### config.mk
export PLATFORM = sky130hd
export DESIGN_NAME = uart_rx_fifo
export DESIGN_NICKNAME = d
export VERILOG_FILES = /design/src/rtl/uart_pkg.sv /design/src/rtl/uart_sync_fifo.sv /design/src/rtl/uart_rx_fifo.sv
export SDC_FILE = /design/constraint.sdc
export NUM_CORES = 1
export LEC_CHECK = 0
export ABC_AREA = 1
export BUFFER_PORTS_ARGS = -buffer_cell sky130_fd_sc_hd__buf_2
export CELL_PAD_IN_SITES_DETAIL_PLACEMENT = 1
export CELL_PAD_IN_SITES_GLOBAL_PLACEMENT = 2
export CORE_MARGIN = 2
export CORE_UTILIZATION = 40
export DETAILED_ROUTE_END_ITERATION = 10
export PLACE_DENSITY = 0.87
export SYNTH_ARGS = -nofsm -noshare
export SYNTH_HDL_FRONTEND = slang
export SYNTH_SLANG_ARGS = --single-unit
export TNS_END_PERCENT = 100
### constraint.sdc
create_clock -name clk -period 2.6 [get_ports clk]
set_clock_uncertainty 0.2 [all_clocks]
set_input_delay 0.13 -clock clk [delete_from_list [all_inputs] [get_ports clk]]
set_output_delay 0.13 -clock clk [all_outputs]
set_load 0.01 [all_outputs]
### src/rtl/uart_pkg.sv
// Shared definitions for the UART receive buffer.
// Default widths, occupancy sizing and status bit positions.
package uart_pkg;

    localparam int DEFAULT_DATA_WIDTH = 8;

    // Status vector bit positions
    localparam int OVR     = 0;
    localparam int FERR    = 1;
    localparam int NUM_ERR = 2;

    // Occupancy counter width: must hold 0..DEPTH inclusive
    function automatic int occ_width(input int depth);
        return $clog2(depth) + 1;
    endfunction

endpackage

### src/rtl/uart_sync_fifo.sv
// First-word-fall-through synchronous FIFO.
// Head entry is read combinationally from the registered read pointer.
module uart_sync_fifo
    import uart_pkg::*;
#(
    parameter int DATA_WIDTH = DEFAULT_DATA_WIDTH,
    parameter int DEPTH      = 16
) (
    input  logic                        clk,
    input  logic                        rst_n,
    input  logic                        push,
    input  logic                        pop,
    input  logic                        flush,
    input  logic [DATA_WIDTH-1:0]       din,
    output logic [DATA_WIDTH-1:0]       dout,
    output logic [$clog2(DEPTH):0]      level,
    output logic [$clog2(DEPTH):0]      level_next,
    output logic                        full,
    output logic                        empty
);

    localparam int AW = $clog2(DEPTH);
    localparam int LW = occ_width(DEPTH);

    logic [DATA_WIDTH-1:0] mem [DEPTH];
    logic [AW-1:0]         wr_ptr;
    logic [AW-1:0]         rd_ptr;
    logic [LW-1:0]         count;
    logic                  push_ok;
    logic                  pop_ok;

    assign full    = (count == LW'(DEPTH));
    assign empty   = (count == '0);
    assign push_ok = push & ~full & ~flush;
    assign pop_ok  = pop & ~empty & ~flush;
    assign level   = count;
    assign dout    = mem[rd_ptr];

    // Next occupancy; flush wins over any push or pop in the same cycle
    always_comb begin
        level_next = count;
        if (flush) begin
            level_next = '0;
        end else begin
            unique case ({push_ok, pop_ok})
                2'b10:   level_next = count + LW'(1);
                2'b01:   level_next = count - LW'(1);
                default: level_next = count;
            endcase
        end
    end

    // Pointers wrap naturally because DEPTH is a power of two
    always_ff @(posedge clk or negedge rst_n) begin
        if (!rst_n) begin
            wr_ptr <= '0;
            rd_ptr <= '0;
            count  <= '0;
        end else begin
            count <= level_next;
            if (flush) begin
                wr_ptr <= '0;
                rd_ptr <= '0;
            end else begin
                if (push_ok) wr_ptr <= wr_ptr + AW'(1);
                if (pop_ok)  rd_ptr <= rd_ptr + AW'(1);
            end
        end
    end

    // Storage array is not reset; contents are meaningless after reset
    always_ff @(posedge clk) begin
        if (push_ok) mem[wr_ptr] <= din;
    end

endmodule

### src/rtl/uart_rx_fifo.sv
// Receive buffer behind the UART receiver: FWFT FIFO, RTS
// flow control, sticky error status and frame-error counter.
module uart_rx_fifo
    import uart_pkg::*;
#(
    parameter int DATA_WIDTH = DEFAULT_DATA_WIDTH,
    parameter int DEPTH      = 16,
    parameter int AF_LEVEL   = 12,
    parameter int CNT_WIDTH  = 8
) (
    input  logic                   clk,
    input  logic                   rst_n,
    input  logic [DATA_WIDTH-1:0]  s_axis_tdata,
    input  logic                   s_axis_tvalid,
    output logic                   s_axis_tready,
    input  logic                   rx_overrun,
    input  logic                   rx_frame_err,
    output logic [DATA_WIDTH-1:0]  m_axis_tdata,
    output logic                   m_axis_tvalid,
    input  logic                   m_axis_tready,
    input  logic                   flush,
    input  logic                   status_clear,
    output logic [$clog2(DEPTH):0] level,
    output logic                   rts_n,
    output logic                   overrun_sticky,
    output logic                   frame_err_sticky,
    output logic [CNT_WIDTH-1:0]   frame_err_cnt
);

    localparam int LW = occ_width(DEPTH);
    localparam logic [LW-1:0] AF = LW'(AF_LEVEL);

    logic [LW-1:0]      level_next;
    logic               full;
    logic               empty;
    logic [NUM_ERR-1:0] err_in;
    logic [NUM_ERR-1:0] err_q;
    logic [NUM_ERR-1:0] err_rise;
    logic [NUM_ERR-1:0] sticky;
    logic [CNT_WIDTH-1:0] cnt;

    uart_sync_fifo #(
        .DATA_WIDTH (DATA_WIDTH),
        .DEPTH      (DEPTH)
    ) u_fifo (
        .clk        (clk),
        .rst_n      (rst_n),
        .push       (s_axis_tvalid),
        .pop        (m_axis_tready),
        .flush      (flush),
        .din        (s_axis_tdata),
        .dout       (m_axis_tdata),
        .level      (level),
        .level_next (level_next),
        .full       (full),
        .empty      (empty)
    );

    assign s_axis_tready = ~full;
    assign m_axis_tvalid = ~empty;

    // RTS tracks next occupancy so it settles with the new level
    always_ff @(posedge clk or negedge rst_n) begin
        if (!rst_n) rts_n <= 1'b0;
        else        rts_n <= (level_next >= AF);
    end

    assign err_in[OVR]  = rx_overrun;
    assign err_in[FERR] = rx_frame_err;
    assign err_rise     = err_in & ~err_q;

    // Delay error levels one cycle for rising-edge detection
    always_ff @(posedge clk or negedge rst_n) begin
        if (!rst_n) err_q <= '0;
        else        err_q <= err_in;
    end

    // Sticky bits: a same-cycle rising edge beats status_clear
    always_ff @(posedge clk or negedge rst_n) begin
        if (!rst_n) begin
            sticky <= '0;
        end else begin
            sticky <= (sticky & ~{NUM_ERR{status_clear}}) | err_rise;
        end
    end

    // Saturating frame-error counter; clear restarts at one on an edge
    always_ff @(posedge clk or negedge rst_n) begin
        if (!rst_n) begin
            cnt <= '0;
        end else if (status_clear) begin
            cnt <= err_rise[FERR] ? CNT_WIDTH'(1) : '0;
        end else if (err_rise[FERR] && (cnt != '1)) begin
            cnt <= cnt + CNT_WIDTH'(1);
        end
    end

    assign overrun_sticky   = sticky[OVR];
    assign frame_err_sticky = sticky[FERR];
    assign frame_err_cnt    = cnt;

endmodule

==> metrics.txt, run 1 <==
Reg clk slew, reported paths=approximately 0.060 ns; PD cells=roughly 810 nW/um2; pin count of the biggest net entering global routing=41; Mapped Cells=628; worst slew pin tran=approximately 0.63 ns; row cnt=47; register area share after synthesis=0.672; # diodes=0; crit-path leading delay family=flip-flops; synth warn=0; port buffer count=between 40 and 50; f_max=approximately 410 MHz; Die Wd=between 100 and 150 um; minimum clock period=~2.4 ns; Layout fillers=roughly 1800; status=finished clean; vias per cell=5.08; CTS tree=done; critical path endpoint category=output port; initial DRC count=about 230; Crit Reg-Reg Startpoint=u_fifo.level[1]; hpwl dp=11100 um; Layout area overhead=20.2%; WP buf/inv=3; CP Capture Point=m_axis_tdata[0]; DIE AREA=~18000 um2; Final GP Congestion=about 0.8; Mean Syn Cell Area=approximately 11 um2; Critical Path RT=around 2.3 ns; Hold Crit Class=primary input to async pin; nets=approximately 730; Crit. path cell count=7; final setup TNS=0 ns; Cells after DPL=889; R2R Setup Slk=0.18 ns; CTS sink count=154; worst setup path startpoint=u_fifo.rd_ptr[0]; DRC Markers=0; wire per inst=18.4 um; RSZ-0062 raised after global routing=no; Worst Setup Start Kind=register; max incr delay on CP=roughly 0.58 ns; Initial Utilization=0.406; Overflow after GRT=0; #FFs+latches synth=roughly 150; Synth Net Count=655; cell area after synthesis=6690 um2; Ports=42; Slew HR=0.583; number of CTS-inserted buffers=17; Total Power=around 6.5 mW; maximum VDD drop=a little under 0.5 mV; Final setup viols=0; Top cell by count, worst path=nand2_1; Distinct cells, synth=27; r2r worst-path depth=13; GRT Overall Usage=0.207; number of global-route vias before repair=around 5200; Core ar.=between 15000 and 20000 um2; layout cell share with drive strength beyond 1=0.159; Finished Layout Cells=around 940; r2r endpoint=rts_n; Pre-antenna DRT Iters=4; final WL=between 15000 and 20000 um; clock buffer depth=2; Final Util=0.488; maxcap violations=0; critical-path maximum fanout=18; first-pass GRT wire length=approximately 28000 um; Crit-path slowest cell=dfrtp_4; Post-CTS Repair Setup Buffers=0; clock root buffer=clkbuf_16; antenna violations before repair=0; final hold vios=0; fin crit share=0.936; detailed-route via count=approximately 4800; Final ANT Viol Nets=0; critical path, cell by cell=inv_2 -> buf_4 -> o21ai_0 -> o211ai_1 -> nand2_1 -> nand2_1 -> buf_2; Max Slew Vio Count=0; Die Ht=133 um; LEAKAGE=~3.2 nW; Worst-Skew Late Latency=0.42 ns; CP arrival=between 2 and 2.5 ns; Worst Hold Slack=0.0590 ns; H-Tree Depth=4; WS Path Type=register to output port
==> sequential cells by signal, indices dropped and copies added, names as in the netlist <==
name	count
rts_n	1
u_fifo.level	5
frame_err_cnt	8
u_fifo.mem	128
err_q	2
sticky	2
u_fifo.wr_ptr	4
u_fifo.rd_ptr	4
==> power by group <==
part | switching (mW) | internal [mW] | total [mW]
Clock | 0.964 | 1.56 | 2.52
Sequential | 0.0812 | 2.74 | 2.82
Combinational | 0.755 | 0.390 | 1.14
Total | 1.80 | 4.69 | 6.49
==> worst reg2reg max path: stages, from the launching register on <==
cell	delay (ns)
dfrtp_1	0.42
nor2_2	0.14
nand4_1	0.12
nand2_2	0.11
nor2_2	0.06
inv_1	0.10
ha_4	0.18
inv_1	0.07
fa_1	0.41
nand3b_1	0.20
nand3_1	0.10
nand3_1	0.07
nand2_1	0.08
nand2_1	0.05
==> worst min path at each step <==
stage	from	end	slack (ns)	depth (start not counted)
6_report	rst_n	u_fifo.level[3]	0.06	2
5_1_grt	rst_n	u_fifo.level[3]	0.11	2
4_1_cts	rst_n	u_fifo.level[3]	0.06	2
3_5_place_dp	rst_n	u_fifo.level[2]	-0.02	1
3_3_place_gp	rst_n	u_fifo.level[3]	-0.02	1
2_1_floorplan	rst_n	err_q[0]	-0.37	0
==> metrics by stage <==
step | setup slack, ns | area (um2)
final | 0.167 | 8040
after global routing | 0.0231 | 8040
after CTS | 0.0495 | 7980
after detailed placement | 0.0532 | 7220
after global placement | 0.145 | 7220
after floorplan | 0.184 | 6690
==> routing by layer <==
layer	wire length [um]	global-route usage
met2	8920	0.353
met4	248	0.0780
met5	0	0
met3	592	0.0453
met1	7530	0.259
==> layout by cell type (no fill, tap or decap), types with 5 or more instances in the layout <==
cell type,synthesis,layout
a21oi_1,31,29
buf_2,11,41
buf_4,3,20
clkbuf_16,0,18
dfrtp_1,26,24
dlygate4sd3_1,0,15
edfxtp_1,128,128
ha_1,10,8
inv_1,46,45
inv_2,5,5
nand2_1,155,154
nand3_1,53,53
nand4_1,6,6
nor2_1,79,77
o211ai_1,8,8
o21ai_0,40,40
xor2_1,5,5
==> Yosys cell counts <==
master	n	area share
a21oi_1	31	0.023
a31oi_1	1	0.00094
buf_1	1	0.00056
buf_2	11	0.0082
buf_4	3	0.0034
buf_6	4	0.0067
clkbuf_1	3	0.0017
clkinv_1	2	0.0011
dfrtp_1	26	0.097
edfxtp_1	128	0.57
fa_1	1	0.0030
ha_1	10	0.019
inv_1	46	0.026
inv_2	5	0.0028
nand2_1	155	0.087
nand2_2	1	0.00094
nand3_1	53	0.040
nand3b_1	1	0.0011
nand4_1	6	0.0056
nor2_1	79	0.044
nor2_2	2	0.0019
nor2_4	1	0.0017
o211ai_1	8	0.0090
o21ai_0	40	0.030
o21ai_1	4	0.0030
or2_2	1	0.00094
xor2_1	5	0.0065
==> cell type report <==
class / instances / area, um2 / share of cell area
inverters: 53 / 201 / 0.0251
repair buffers: 79 / 571 / 0.0710
clock buffers: 21 / 460 / 0.0573
well taps: 220 / 275 / 0.0342
flip-flops and latches: 154 / 4500 / 0.560
multi-input cells: 399 / 1890 / 0.235
clock inverters: 11 / 145 / 0.0181
==> what timing repair did <==
action / 4_1_cts / 5_1_grt
endpoints found under the hold margin: 172 / 0
pin swaps: 0 / 1
gates cloned: 0 / 1
setup endpoints to repair: 2 / 6
gates resized for setup: 1 / 12
hold buffers: 15 / 0
==> cell families (layout without fill, tap and decap cells) <==
logic type / Yosys count / after routing / synth area share
flops: 154 / 154 / 0.672
buf+inv: 75 / 164 / 0.0503
xor+xnor: 5 / 5 / 0.00655
fa+ha+maj: 11 / 11 / 0.0217
simple gates: 299 / 299 / 0.183
compound gates: 84 / 84 / 0.0661
No activity file was read; power rests on OpenSTA's default activity.
==> run 2: changes to the inputs <==
Settings changed: CORE_UTILIZATION 40 to 43, PLACE_DENSITY 0.87 to 0.92.
Clock period 2.6 ns to 3.1 ns, I/O delays scaled along.
==> metrics.txt, run 2 (synthesis results as in run 1) <==
Slew HR=0.428; Reg clk slew, reported paths=about 0.06 ns; detailed-route via count=between 4000 and 5000; final WL=16700 um; post_cts resized=0; highest-count cells in the layout ignoring fill and taps=nand2_1, edfxtp_1, nor2_1, nand3_1, inv_1; Layout area overhead=15.6%; Power Internal=approximately 3.8 mW; final hold vios=0; commonest non-fill, non-tap cell in the layout=nand2_1; number of global-route vias before repair=~5000; nets=between 700 and 800; Post-CTS Repair Setup Buffers=0; hpwl dp=about 11000 um; Clock Power Share=0.382; antenna violations before repair=0; Overflow after GRT=0; combinational fraction of design power=0.171; CTS tree=done; final setup TNS=0 ns; initial DRC count=between 300 and 400; sw power=roughly 1.4 mW; wire per inst=18.9 um; Worst Setup Start Kind=register; critical path endpoint category=output port; Total Power=5.25 mW; Core ar.=~15000 um2; layout cell share with drive strength beyond 1=0.112; Die Ht=about 130 um; port buffer count=41; clock buffer depth=2; # diodes=0; Reg with most FFs=u_fifo.mem; worst slew pin tran=0.855 ns; f_max=369 MHz; number of CTS-inserted buffers=17; fin crit share=0.874; critical-path maximum fanout=25; Final GP Congestion=approximately 0.79; CTS Hold Bufs=16; CP arrival=approximately 2.4 ns; maxcap violations=0; PD cells=about 680 nW/um2; row cnt=45; vias per cell=roughly 5.3; Hold Crit Class=primary input to async pin; RSZ-0062 raised after global routing=no; Sw Ratio=0.275; minimum clock period=2.71 ns; H-Tree Depth=4; Layout fillers=approximately 1700; pin count of the biggest net entering global routing=76; maximum VDD drop=approximately 0.41 mV; WS Path Type=register to output port; LEAKAGE=approximately 3.1 nW; r2r worst-path depth=13; Pre-antenna DRT Iters=4; DIE AREA=roughly 17000 um2; Max Slew Vio Count=0; Critical Path RT=2.74 ns; DRC Markers=0; first-pass GRT wire length=around 26000 um; GRT Overall Usage=0.219; Worst-Skew Late Latency=0.43 ns; Initial Utilization=0.440; clock root buffer=clkbuf_16; Die Wd=between 100 and 150 um; R2R Setup Slk=~0.5 ns; Ports=42; Seq pwr share=0.447; flip-flop count of the largest register after layout=roughly 130; Final ANT Viol Nets=0; status=finished clean; CTS sink count=approximately 150; Final setup viols=0
run 2: worst max-delay path, stage by stage (launching register included):
cell	delay [ns]
dfrtp_1	0.58
inv_2	0.48
o21ai_0	0.18
o211ai_1	0.27
nand2_1	0.16
nand2_1	0.11
buf_2	0.13
run 2: layer usage:
| metal | GRT usage | wire length (um) | up-vias |
|---|---|---|---|
| met4 | 0.0729 | 242 | 0 |
| met3 | 0.0511 | 728 | 20 |
| met2 | 0.390 | 8840 | 86 |
| met1 | 0.262 | 6910 | 2359 |
| met5 | 0 | 0 | - |
| li1 | - | - | 2238 |
run 2: power by group through the flow:
stage / combinational [mW] / clock, mW / sequential, mW
floorplan: 0.575 / 0 / 2.38
global placement: 0.851 / 0 / 2.38
detailed placement: 0.884 / 0 / 2.39
CTS: 0.907 / 2.05 / 2.35
global route: 1.01 / 2.14 / 2.35
finish: 0.897 / 2.01 / 2.35
run 2: per-stage QoR:
| stage | worst slack (ns) | utilization | std cells | instance area [um2] | hold WS, ns |
|---|---|---|---|---|---|
| CTS | 0.395 | 0.508 | 884 | 7730 | 0.0725 |
| finish | 0.392 | 0.508 | 884 | 7730 | 0.0730 |
| detailed placement | 0.509 | 0.461 | 837 | 7010 | 0.00147 |
| global route | 0.201 | 0.508 | 884 | 7730 | 0.103 |
| floorplan | 0.684 | - | 628 | 6690 | -0.341 |
| global placement | 0.651 | 0.461 | 837 | 7010 | -0.00236 |
run 2: path summary, 6_finish.rpt:
path	to	start
max in group asynchronous	u_fifo.rd_ptr[0]	rst_n
min in group clk	err_q[1]	rx_frame_err
max reg2reg	rts_n	u_fifo.level[1]
max	m_axis_tdata[3]	u_fifo.rd_ptr[1]
min	u_fifo.level[3]	rst_n
min reg2reg	sticky[0]	err_q[0]
run 2: cell type report:
cell class | count | area, um2 | share of cell area
sequential | 154 | 4500 | 0.582
tap | 188 | 235 | 0.0304
clock inverter | 12 | 131 | 0.0170
timing repair buffer | 59 | 380 | 0.0492
multi-input combinational | 399 | 1860 | 0.240
inverter | 53 | 199 | 0.0257
clock buffer | 19 | 433 | 0.0560
